### src/rtl/sample_voice_pkg.sv
// Shared types and constants for the multi-voice sample playback engine.
package sample_voice_pkg;

  // Host command opcodes carried on cmd_op.
  typedef enum logic [1:0] {
    OP_START  = 2'd0,
    OP_STOP   = 2'd1,
    OP_VOLUME = 2'd2,
    OP_RATE   = 2'd3
  } cmd_op_e;

  // ROM fetch sequencer: strobe, wait one cycle, capture.
  typedef enum logic [1:0] {
    ST_IDLE    = 2'd0,
    ST_READ    = 2'd1,
    ST_CAPTURE = 2'd2
  } fetch_state_e;

  localparam logic [7:0] END_MARKER = 8'h00;
  localparam logic [7:0] SILENCE    = 8'h80;
  localparam logic [3:0] VOLUME_MAX = 4'd15;

  // Width of a voice index; a single-voice build still gets a 1-bit select.
  function automatic int chan_width(input int channels);
    return (channels > 1) ? $clog2(channels) : 1;
  endfunction

endpackage

### src/rtl/sample_voice_mixer.sv
// Sums the held voice samples scaled by volume, scales to OUT_W and
// saturates, registering the result on each clock enable.
module sample_voice_mixer
  import sample_voice_pkg::*;
#(
  parameter int CHANNELS = 4,
  parameter int OUT_W    = 10
) (
  input  logic                  clk,
  input  logic                  rst,
  input  logic                  ce,
  input  logic [CHANNELS*8-1:0] samples,
  input  logic [CHANNELS*4-1:0] volumes,
  output logic [OUT_W-1:0]      mix_out
);

  localparam int ACC_W = 12 + $clog2(CHANNELS);
  localparam int SHIFT = 12 - OUT_W;
  localparam logic signed [ACC_W-1:0] MIX_MAX = ACC_W'((2 ** (OUT_W - 1)) - 1);
  localparam logic signed [ACC_W-1:0] MIX_MIN = ~MIX_MAX;
  localparam logic [OUT_W-1:0] MID_SCALE = {1'b1, {(OUT_W - 1){1'b0}}};

  logic signed [13:0]      term [CHANNELS];
  logic signed [ACC_W-1:0] acc;
  logic signed [ACC_W-1:0] mix;
  logic signed [ACC_W-1:0] sat;
  logic [OUT_W-1:0]        mix_next;

  // Per voice: re-centre the unsigned sample around silence and apply gain.
  for (genvar gi = 0; gi < CHANNELS; gi++) begin : g_term
    logic signed [8:0] centred;
    logic signed [4:0] gain;
    assign centred  = $signed({1'b0, samples[gi*8 +: 8]}) - $signed({1'b0, SILENCE});
    assign gain     = $signed({1'b0, volumes[gi*4 +: 4]});
    assign term[gi] = 14'(centred) * 14'(gain);
  end

  // Accumulate, scale down and clamp to the signed output range.
  always_comb begin
    acc = '0;
    for (int i = 0; i < CHANNELS; i++) begin
      acc = acc + ACC_W'(term[i]);
    end
    mix = acc >>> SHIFT;
    sat = mix;
    if (mix > MIX_MAX) begin
      sat = MIX_MAX;
    end else if (mix < MIX_MIN) begin
      sat = MIX_MIN;
    end
    // Adding half scale to a two's complement value is an MSB flip.
    mix_next = {~sat[OUT_W-1], sat[OUT_W-2:0]};
  end

  // Output register updates only on the sample-rate enable.
  always_ff @(posedge clk or posedge rst) begin
    if (rst) begin
      mix_out <= MID_SCALE;
    end else if (ce) begin
      mix_out <= mix_next;
    end
  end

endmodule

### src/rtl/sample_voice_engine.sv
// Multi-voice sample playback: per-voice rate dividers, a shared ROM fetch
// sequencer that round-robins over voices, and a saturating mixer.
module sample_voice_engine
  import sample_voice_pkg::*;
#(
  parameter int CHANNELS = 4,
  parameter int ADDR_W   = 18,
  parameter int OUT_W    = 10,
  parameter int RATE_W   = 8
) (
  input  logic                             CLK_32M,
  input  logic                             reset,
  input  logic                             ce_8m,
  input  logic                             cmd_valid,
  output logic                             cmd_ready,
  input  logic [chan_width(CHANNELS)-1:0]  cmd_chan,
  input  logic [1:0]                       cmd_op,
  input  logic [ADDR_W-1:0]                cmd_addr,
  input  logic [RATE_W-1:0]                cmd_data,
  output logic [ADDR_W-1:0]                rom_addr,
  output logic                             rom_cs,
  input  logic [7:0]                       rom_data,
  output logic [CHANNELS-1:0]              busy,
  output logic [CHANNELS-1:0]              done,
  output logic [OUT_W-1:0]                 sample_out
);

  localparam int CHAN_W = chan_width(CHANNELS);
  // A voice cannot be serviced more often than the scan visits it.
  localparam logic [RATE_W-1:0] RATE_MIN  = RATE_W'(CHANNELS - 1);
  localparam logic [CHAN_W-1:0] SCAN_LAST = CHAN_W'(CHANNELS - 1);

  fetch_state_e        state_reg, state_next;
  logic [CHAN_W-1:0]   scan_reg;
  logic [CHAN_W-1:0]   fetch_chan_reg;
  logic [ADDR_W-1:0]   rom_addr_reg, rom_addr_next;
  logic                rom_cs_reg, rom_cs_next;
  logic                cmd_ready_reg;
  logic                cmd_fire;
  logic                cmd_hits_scan;
  logic                launch;
  logic                capture;
  cmd_op_e             op;

  logic [CHANNELS-1:0]   busy_vec;
  logic [CHANNELS-1:0]   pending_vec;
  logic [CHANNELS-1:0]   done_vec;
  logic [ADDR_W-1:0]     voice_addr [CHANNELS];
  logic [CHANNELS*8-1:0] sample_flat;
  logic [CHANNELS*4-1:0] volume_flat;

  assign cmd_fire      = cmd_valid & cmd_ready_reg;
  assign op            = cmd_op_e'(cmd_op);
  assign capture       = (state_reg == ST_CAPTURE);
  // A command landing on the voice about to be fetched takes priority;
  // the fetch is retried on that voice's next scan slot.
  assign cmd_hits_scan = cmd_fire && (cmd_chan == scan_reg);

  // Fetch sequencer next-state and ROM strobe decode.
  always_comb begin
    state_next    = state_reg;
    rom_cs_next   = 1'b0;
    rom_addr_next = rom_addr_reg;
    launch        = 1'b0;
    case (state_reg)
      ST_IDLE: begin
        if (ce_8m && busy_vec[scan_reg] && pending_vec[scan_reg] && !cmd_hits_scan) begin
          launch        = 1'b1;
          rom_cs_next   = 1'b1;
          rom_addr_next = voice_addr[scan_reg];
          state_next    = ST_READ;
        end
      end
      ST_READ:    state_next = ST_CAPTURE;
      ST_CAPTURE: state_next = ST_IDLE;
      default:    state_next = ST_IDLE;
    endcase
  end

  // Sequencer state, registered ROM interface and command handshake.
  always_ff @(posedge CLK_32M or posedge reset) begin
    if (reset) begin
      state_reg      <= ST_IDLE;
      rom_cs_reg     <= 1'b0;
      rom_addr_reg   <= '0;
      cmd_ready_reg  <= 1'b0;
      fetch_chan_reg <= '0;
    end else begin
      state_reg     <= state_next;
      rom_cs_reg    <= rom_cs_next;
      rom_addr_reg  <= rom_addr_next;
      cmd_ready_reg <= (state_next == ST_IDLE);
      if (launch) begin
        fetch_chan_reg <= scan_reg;
      end
    end
  end

  // Round-robin scan pointer, advancing on every enable.
  always_ff @(posedge CLK_32M or posedge reset) begin
    if (reset) begin
      scan_reg <= '0;
    end else if (ce_8m) begin
      scan_reg <= (scan_reg == SCAN_LAST) ? '0 : scan_reg + CHAN_W'(1);
    end
  end

  for (genvar gi = 0; gi < CHANNELS; gi++) begin : g_voice
    logic [ADDR_W-1:0] addr_reg;
    logic [RATE_W-1:0] rate_reg;
    logic [RATE_W-1:0] count_reg;
    logic [7:0]        sample_reg;
    logic [3:0]        volume_reg;
    logic              busy_reg;
    logic              pending_reg;
    logic              done_reg;
    logic              cmd_hit;
    logic              cap_hit;

    assign cmd_hit = cmd_fire && (cmd_chan == CHAN_W'(gi));
    assign cap_hit = capture && busy_reg && (fetch_chan_reg == CHAN_W'(gi));

    // Voice state: divider, capture of fetched data, then host commands last
    // so a command always wins over same-edge housekeeping.
    always_ff @(posedge CLK_32M or posedge reset) begin
      if (reset) begin
        addr_reg    <= '0;
        rate_reg    <= RATE_MIN;
        count_reg   <= RATE_MIN;
        sample_reg  <= SILENCE;
        volume_reg  <= VOLUME_MAX;
        busy_reg    <= 1'b0;
        pending_reg <= 1'b0;
        done_reg    <= 1'b0;
      end else begin
        done_reg <= 1'b0;
        if (ce_8m && busy_reg) begin
          if (count_reg == '0) begin
            count_reg   <= rate_reg;
            pending_reg <= 1'b1;
          end else begin
            count_reg <= count_reg - RATE_W'(1);
          end
        end
        if (cap_hit) begin
          pending_reg <= 1'b0;
          if (rom_data == END_MARKER) begin
            busy_reg   <= 1'b0;
            sample_reg <= SILENCE;
            done_reg   <= 1'b1;
          end else begin
            sample_reg <= rom_data;
            addr_reg   <= addr_reg + ADDR_W'(1);
          end
        end
        if (cmd_hit) begin
          case (op)
            OP_START: begin
              addr_reg    <= cmd_addr;
              busy_reg    <= 1'b1;
              pending_reg <= 1'b0;
              count_reg   <= rate_reg;
              sample_reg  <= SILENCE;
            end
            OP_STOP: begin
              busy_reg    <= 1'b0;
              pending_reg <= 1'b0;
              sample_reg  <= SILENCE;
            end
            OP_VOLUME: volume_reg <= cmd_data[3:0];
            OP_RATE:   rate_reg   <= (cmd_data < RATE_MIN) ? RATE_MIN : cmd_data;
            default: ;
          endcase
        end
      end
    end

    assign busy_vec[gi]            = busy_reg;
    assign pending_vec[gi]         = pending_reg;
    assign done_vec[gi]            = done_reg;
    assign voice_addr[gi]          = addr_reg;
    assign sample_flat[gi*8 +: 8]  = sample_reg;
    assign volume_flat[gi*4 +: 4]  = volume_reg;
  end

  sample_voice_mixer #(
    .CHANNELS (CHANNELS),
    .OUT_W    (OUT_W)
  ) u_mixer (
    .clk     (CLK_32M),
    .rst     (reset),
    .ce      (ce_8m),
    .samples (sample_flat),
    .volumes (volume_flat),
    .mix_out (sample_out)
  );

  assign cmd_ready = cmd_ready_reg;
  assign rom_cs    = rom_cs_reg;
  assign rom_addr  = rom_addr_reg;
  assign busy      = busy_vec;
  assign done      = done_vec;

endmodule

### config.mk
export PLATFORM = sky130hd
export DESIGN_NAME = sample_voice_engine
export DESIGN_NICKNAME = d
export VERILOG_FILES = /design/src/rtl/sample_voice_pkg.sv /design/src/rtl/sample_voice_mixer.sv /design/src/rtl/sample_voice_engine.sv
export SDC_FILE = /design/constraint.sdc
export NUM_CORES = 1
export LEC_CHECK = 0
export ABC_AREA = 0
export BUFFER_PORTS_ARGS = -buffer_cell sky130_fd_sc_hd__buf_4
export CELL_PAD_IN_SITES_DETAIL_PLACEMENT = 2
export CELL_PAD_IN_SITES_GLOBAL_PLACEMENT = 2
export CORE_MARGIN = 4
export CORE_UTILIZATION = 41
export CTS_CLUSTER_SIZE = 14
export DETAILED_ROUTE_END_ITERATION = 10
export PLACE_DENSITY = 0.87
export SLEW_MARGIN = 20
export SYNTH_ARGS = -nofsm -noshare
export SYNTH_HDL_FRONTEND = slang
export SYNTH_SLANG_ARGS = --single-unit
### constraint.sdc
create_clock -name CLK_32M -period 9.1 [get_ports CLK_32M]
set_input_delay 1.82 -clock CLK_32M [delete_from_list [all_inputs] [get_ports CLK_32M]]
set_output_delay 1.82 -clock CLK_32M [all_outputs]
set_load 0.1 [all_outputs]
=== Word level (Yosys, flattened, before mapping) ===
Index checks and enable logic that the tools add are counted.
Widths: inputs -> output; s select.

* ROM bits: 0
* Bits in writable memories: 0
* Memories kept: 0
* Register bits: 232
* Logic and storage cells: 222
* Input bits: 42
* Bits in latches: 0
* Output and inout bits: 38

* $mul: 4
* Reductions and logical operators: 41
* $lt $le $gt $ge: 5
* Multiplexer cells: 101
* Bitwise gates (word level): 3
* Add/subtract/negate cells: 16
* Equal/unequal tests: 13
* Shifts and indexed selects: 0
* Div/mod/pow operators: 0

{| class="wikitable"
|+ Operators with widths
! kind !! number
|-
| $mux 18 || 18
|-
| $mux 8 || 30
|-
| $add 18x1->18 const B || 4
|-
| $mul 9x5->14 || 4
|-
| $add 14x14->14 || 3
|-
| $mux 1 || 41
|-
| $logic_not 8->1 || 5
|-
| $bmux 18 s2 || 1
|-
| $sub 8x8->9 const B || 4
|-
| $sub 8x1->8 const B || 4
|-
| $logic_and 1x1->1 || 20
|-
| $mux 10 || 2
|-
| $reduce_and 2->1 || 9
|-
| $eq 2x2->1 const B || 8
|-
| $gt 12x10->1 const B || 1
|-
| $lt 12x10->1 const B || 1
|-
| $logic_not 2->1 || 5
|-
| $eq 2x1->1 const B || 4
|-
| $lt 8x2->1 const B || 1
|-
| $pmux 1 s2 || 4
|-
| $bmux 1 s2 || 2
|-
| $mux 2 || 2
|-
| $pmux 2 s2 || 1
|-
| $ge 3x3->1 const B || 1
|-
| other kinds (8) || 8
|}

=== Logic depth before layout (Yosys ltp) ===
* Depth in word-level cells: 9
* Mapped depth: 23
* Depth with buffers taken out: 23

=== By module ===
Synthesis repeated with hierarchy kept, for this count alone.

* Cell total of the unflattened synthesis: 1,681
* Area total of the unflattened synthesis: 16,962.5 µm²

{| class="wikitable"
|+ Modules (own cells, without submodules)
! module !! times used !! cells each !! seq. area each (µm²) !! area an instance (µm²)
|-
| sample_voice_engine || 1 || 1,064 || 5,600.4 || 11,084.4
|-
| sample_voice_mixer || 1 || 617 || 251.5 || 5,878.1
|}

=== Worst setup path before layout ===
OpenSTA, ideal clock, no wires.

* Path type: flip-flop to flip-flop
* Start: register g_voice[2].volume_reg[1]
* End: register u_mixer.mix_out[7]
* Buffers on the path: 1
* Data arrival time: 6,561 ps
* Cell stages (with the launch flop): 22
* Setup slack: 2,404 ps
* Path through: dfstp_2 > clkbuf_1 > nand2b_1 > fa_1 > inv_1 > fa_1 > inv_1 > fa_1 > inv_1 > fa_1 > fa_1 > fa_1 > inv_1 > fa_1 > inv_1 > ha_1 > nor2b_1 > nor2b_1 > a2111oi_0 > o211ai_2 > a32oi_1 > o31ai_1

* Longest elaborated chain between the ends: 6
* Elaborated cells between the ends (all ways): 7
* Those cells by class: add/sub (2); mul (1); order compare (2); mux (2)

{| class="wikitable"
|+ RTL lines
! element !! RTL line !! source
|-
| start: declaration || sample_voice_engine.sv:113 || <nowiki>logic [3:0] volume_reg;</nowiki>
|-
| start signal: assignment || sample_voice_engine.sv:170 || <nowiki>OP_VOLUME: volume_reg <= cmd_data[3:0];</nowiki>
|-
| $mul 9x5->14 * || sample_voice_mixer.sv:35 || <nowiki>assign term[gi] = 14'(centred) * 14'(gain);</nowiki>
|-
| $add 14x14->14 * (2 in series) || sample_voice_mixer.sv:42 || <nowiki>acc = acc + ACC_W'(term[i]);</nowiki>
|-
| $lt 12x10->1 || sample_voice_mixer.sv:48 || <nowiki>end else if (mix < MIX_MIN) begin</nowiki>
|-
| $mux 10 || sample_voice_mixer.sv:48 ||
|-
| $mux 10 * || sample_voice_mixer.sv:46 || <nowiki>if (mix > MIX_MAX) begin</nowiki>
|-
| end signal: assignment || sample_voice_mixer.sv:60 || <nowiki>mix_out <= mix_next;</nowiki>
|-
| end: declaration || sample_voice_mixer.sv:14 || <nowiki>output logic [OUT_W-1:0] mix_out</nowiki>
|}

Every way passes the cells marked *; elsewhere a longest branch is shown, timed or not.
A chain may end at the register's enable or synchronous reset.

=== Worst setup path after layout ===
Same ends and word-level chain as after synthesis.

==> out/results.ini <==
[synthesis]
synth_area_leaders = dfrtp_1, fa_1, ha_1
ys.flop_type = dfrtp_1
yosysWarnings = 0
yosysTopAreaCell = dfrtp_1
syn_area_mm2 = 0.0168
syn-num-nets = 1958
ys_top_cells_by_count = nand2_1, inv_1, dfrtp_1
yosysTopAreaCellShare_pct = 29.0
synth_most_common_cell = nand2_1
syn_inst = 1703
synth-seq-area-share_pct = 34.7
synth_edf_count = 0
avgSynthCellArea_um2 = 9.89
async_flop_share_pct = 100
synth_cell_types = 65
ys_ff_latch = 232

[clock_network]
cts_tree = done
path_clk_slew_ns = 0.07
cts-root-buf = clkbuf_16
htreeDepth = 1
cts.sinks = 232
numCtsBuffers = 28
worstSkewPairLatency_ns = 0.60
postCtsSetupBuffers = 0
clockBufferDepth = 3
ctsHoldBuffers = 0
ctsResizeCount = 0

[power_and_ir_drop]
switchingPower_mw = 2.68
seqPwrFrac_pct = 31.2
p_leak_nw = 8.70
sw_frac_of_total_pct = 45.6
p_per_area_mw_per_mm2 = 310
comb_power_share_pct = 47.1
p_int_mw = 3.20
clkPwrFrac_pct = 21.7
ir_worst_vdd_mv = 0.212

[drt]
postRouteAntennaNets = 0
vias = 13190
post_drt_wl_per_cell_um = 26.7
via_per_inst = 5.72
drt_wl_total_mm = 61.6
drc = 0
first_iter_violations = 797
first_pass_iters = 5

[sta]
tns_ns = 0
holdWs_ns = 0.483
slew_viol_final = 0
fin_crit_ns = 7.37
period_share_pct = 81.0
rsz0062_at_grt = no
max-slew-margin-rel_pct = 29.3
hold_viol = 0
fmax_ghz = 0.136
clock_skew_ns = 0.0320
tightest_slew_ns = 1.06
setup_violations = 0

[die]
die_w_um = 211
die_area_mm2 = 0.0444
die_y_um = 211
num_io_pins = 80
coreArea_mm2 = 0.0402
initial_core_util_pct = 41.9
std_cell_rows = 73

[global_route]
grt_max_degree = 97
antenna_found_initial = 0
grt_remaining_overflow = 0
first_global_vias = 15866
grt_pass1_wl_mm = 96.8
grt_util_all_layers_pct = 28.0

[setup_path]
critPathKind = flop to flop
cp.required_ns = 9.52
crit_arrival_ns = 7.79
endpoint_kind = flop
start_kind = flop
crit_fanout = 9

[cells_and_area]
multi_input_area_mm2 = 0.00996
syn_to_final_growth_pct = 12.5
fillers = 4244
largest_reg_flops = 72
drive_gt1_share_pct = 15.8
num_antenna_cells = 0
final_area_mm2 = 0.0189
regArea_mm2 = 0.00585
nets = 2015

[place]
hpwl_mm = 43.1
post_dp_cell_area_mm2 = 0.0179
gp_congestion = 0.861
io_buffers = 79

[run_status]
outcome = completed

[worst_hold_path]
hold_path_class = flop to flop

[run]
maxCapViolations = 0

power by group through the flow:
stage	sequential, mW	clock (mW)	combinational (mW)
2_1_floorplan	2.00	0	1.68
3_3_place_gp	1.77	0	2.48
3_5_place_dp	1.82	0	2.72
4_1_cts	1.82	1.30	2.79
5_1_grt	1.87	1.34	3.04
6_report	1.83	1.28	2.77
layer usage:
| metal | wire length (um) | global-route usage, % | part of all wire, % |
|---|---|---|---|
| met5 | 0 | 0 | 0 |
| met2 | 33200 | 52.6 | 54 |
| met4 | 2220 | 9.28 | 3.6 |
| met1 | 23800 | 33.0 | 39 |
| met3 | 2430 | 3.79 | 3.9 |
area by class of cell:
cell class	instances	area share [%]
Timing Repair Buffer	89	3.53
Tap cell	525	3.47
Inverter	207	4.14
Sequential cell	232	30.9
Clock buffer	37	4.19
Multi-Input combinational cell	1202	52.5
Clock inverter	14	1.25
path summary, 6_finish.rpt:
kind,endpoint,depth (start not counted),slack (ns),from
max,u_mixer.mix_out[7],20,1.73,g_voice[2].volume_reg[1]
min,u_mixer.mix_out[9],2,0.48,u_mixer.mix_out[9]
max reg2reg,u_mixer.mix_out[7],20,1.73,g_voice[2].volume_reg[1]
min reg2reg,u_mixer.mix_out[9],2,0.48,u_mixer.mix_out[9]
max in group asynchronous,rom_cs,3,6.22,reset
min in group asynchronous,rom_addr[16],2,1.36,reset
kinds of logic (layout without fill, tap and decap cells):
| kind of cell | after synthesis | count (layout) | synth area share (%) |
|---|---|---|---|
| AOI/OAI and AO/OA | 230 | 230 | 8.16 |
| xor gates and xnor gates | 104 | 104 | 5.41 |
| adders and majority gates | 213 | 213 | 21.7 |
| buffers and inverters | 269 | 347 | 6.24 |
| DFF | 232 | 232 | 34.7 |
| muxes | 93 | 93 | 7.33 |
| and+or+nand+nor | 562 | 562 | 16.5 |
critical path: stages (launching register included):
cell and delay (ns):
dfstp_2 0.63, nand2b_1 0.19, fa_1 0.60, inv_1 0.11, fa_1 0.52, inv_1 0.06
fa_1 0.51, fa_1 0.54, fa_1 0.56, inv_1 0.07, fa_1 0.56, inv_1 0.06
fa_1 0.53, inv_1 0.04, ha_1 0.37, and3_1 0.31, nor2b_1 0.08, a2111oi_0 0.70
o211ai_2 0.34, a32oi_1 0.30, o31ai_1 0.08
stage by stage:
| step | std cells | power (mW) | utilization, % | setup WS (ns) |
|---|---|---|---|---|
| 3_5_place_dp | 2255 | 4.54 | 44.6 | 1.83 |
| 5_1_grt | 2306 | 6.25 | 47.2 | 1.34 |
| 3_3_place_gp | 2255 | 4.26 | 44.6 | 2.14 |
| 4_1_cts | 2306 | 5.91 | 47.1 | 1.75 |
| 6_report | 2306 | 5.88 | 47.2 | 1.73 |
| 2_1_floorplan | 1703 | 3.68 | - | 0.980 |
placed cells by master (no fill, tap or decap), types with 6 or more instances in the layout:
cell       instances
nand3_1           24
a21oi_1           55
nor2b_1           13
xnor2_1           51
buf_4             89
or3_1             11
o31ai_1           10
and3_1            19
ha_1              82
dfrtp_1          195
mux4_2            18
a31oi_1           12
clkbuf_8           6
nor3_1            26
nor4_1             6
and2_1            86
o21ai_1           24
mux2_2            62
o21ai_0           90
fa_1             131
nand2b_1          14
inv_1            206
mux2i_1           13
nand4_1           12
nor2_1            56
dfstp_2           37
nand2_1          254
xor2_1            53
and4_1             8
clkbuf_16         28
Power figures use the tool's default switching activity.
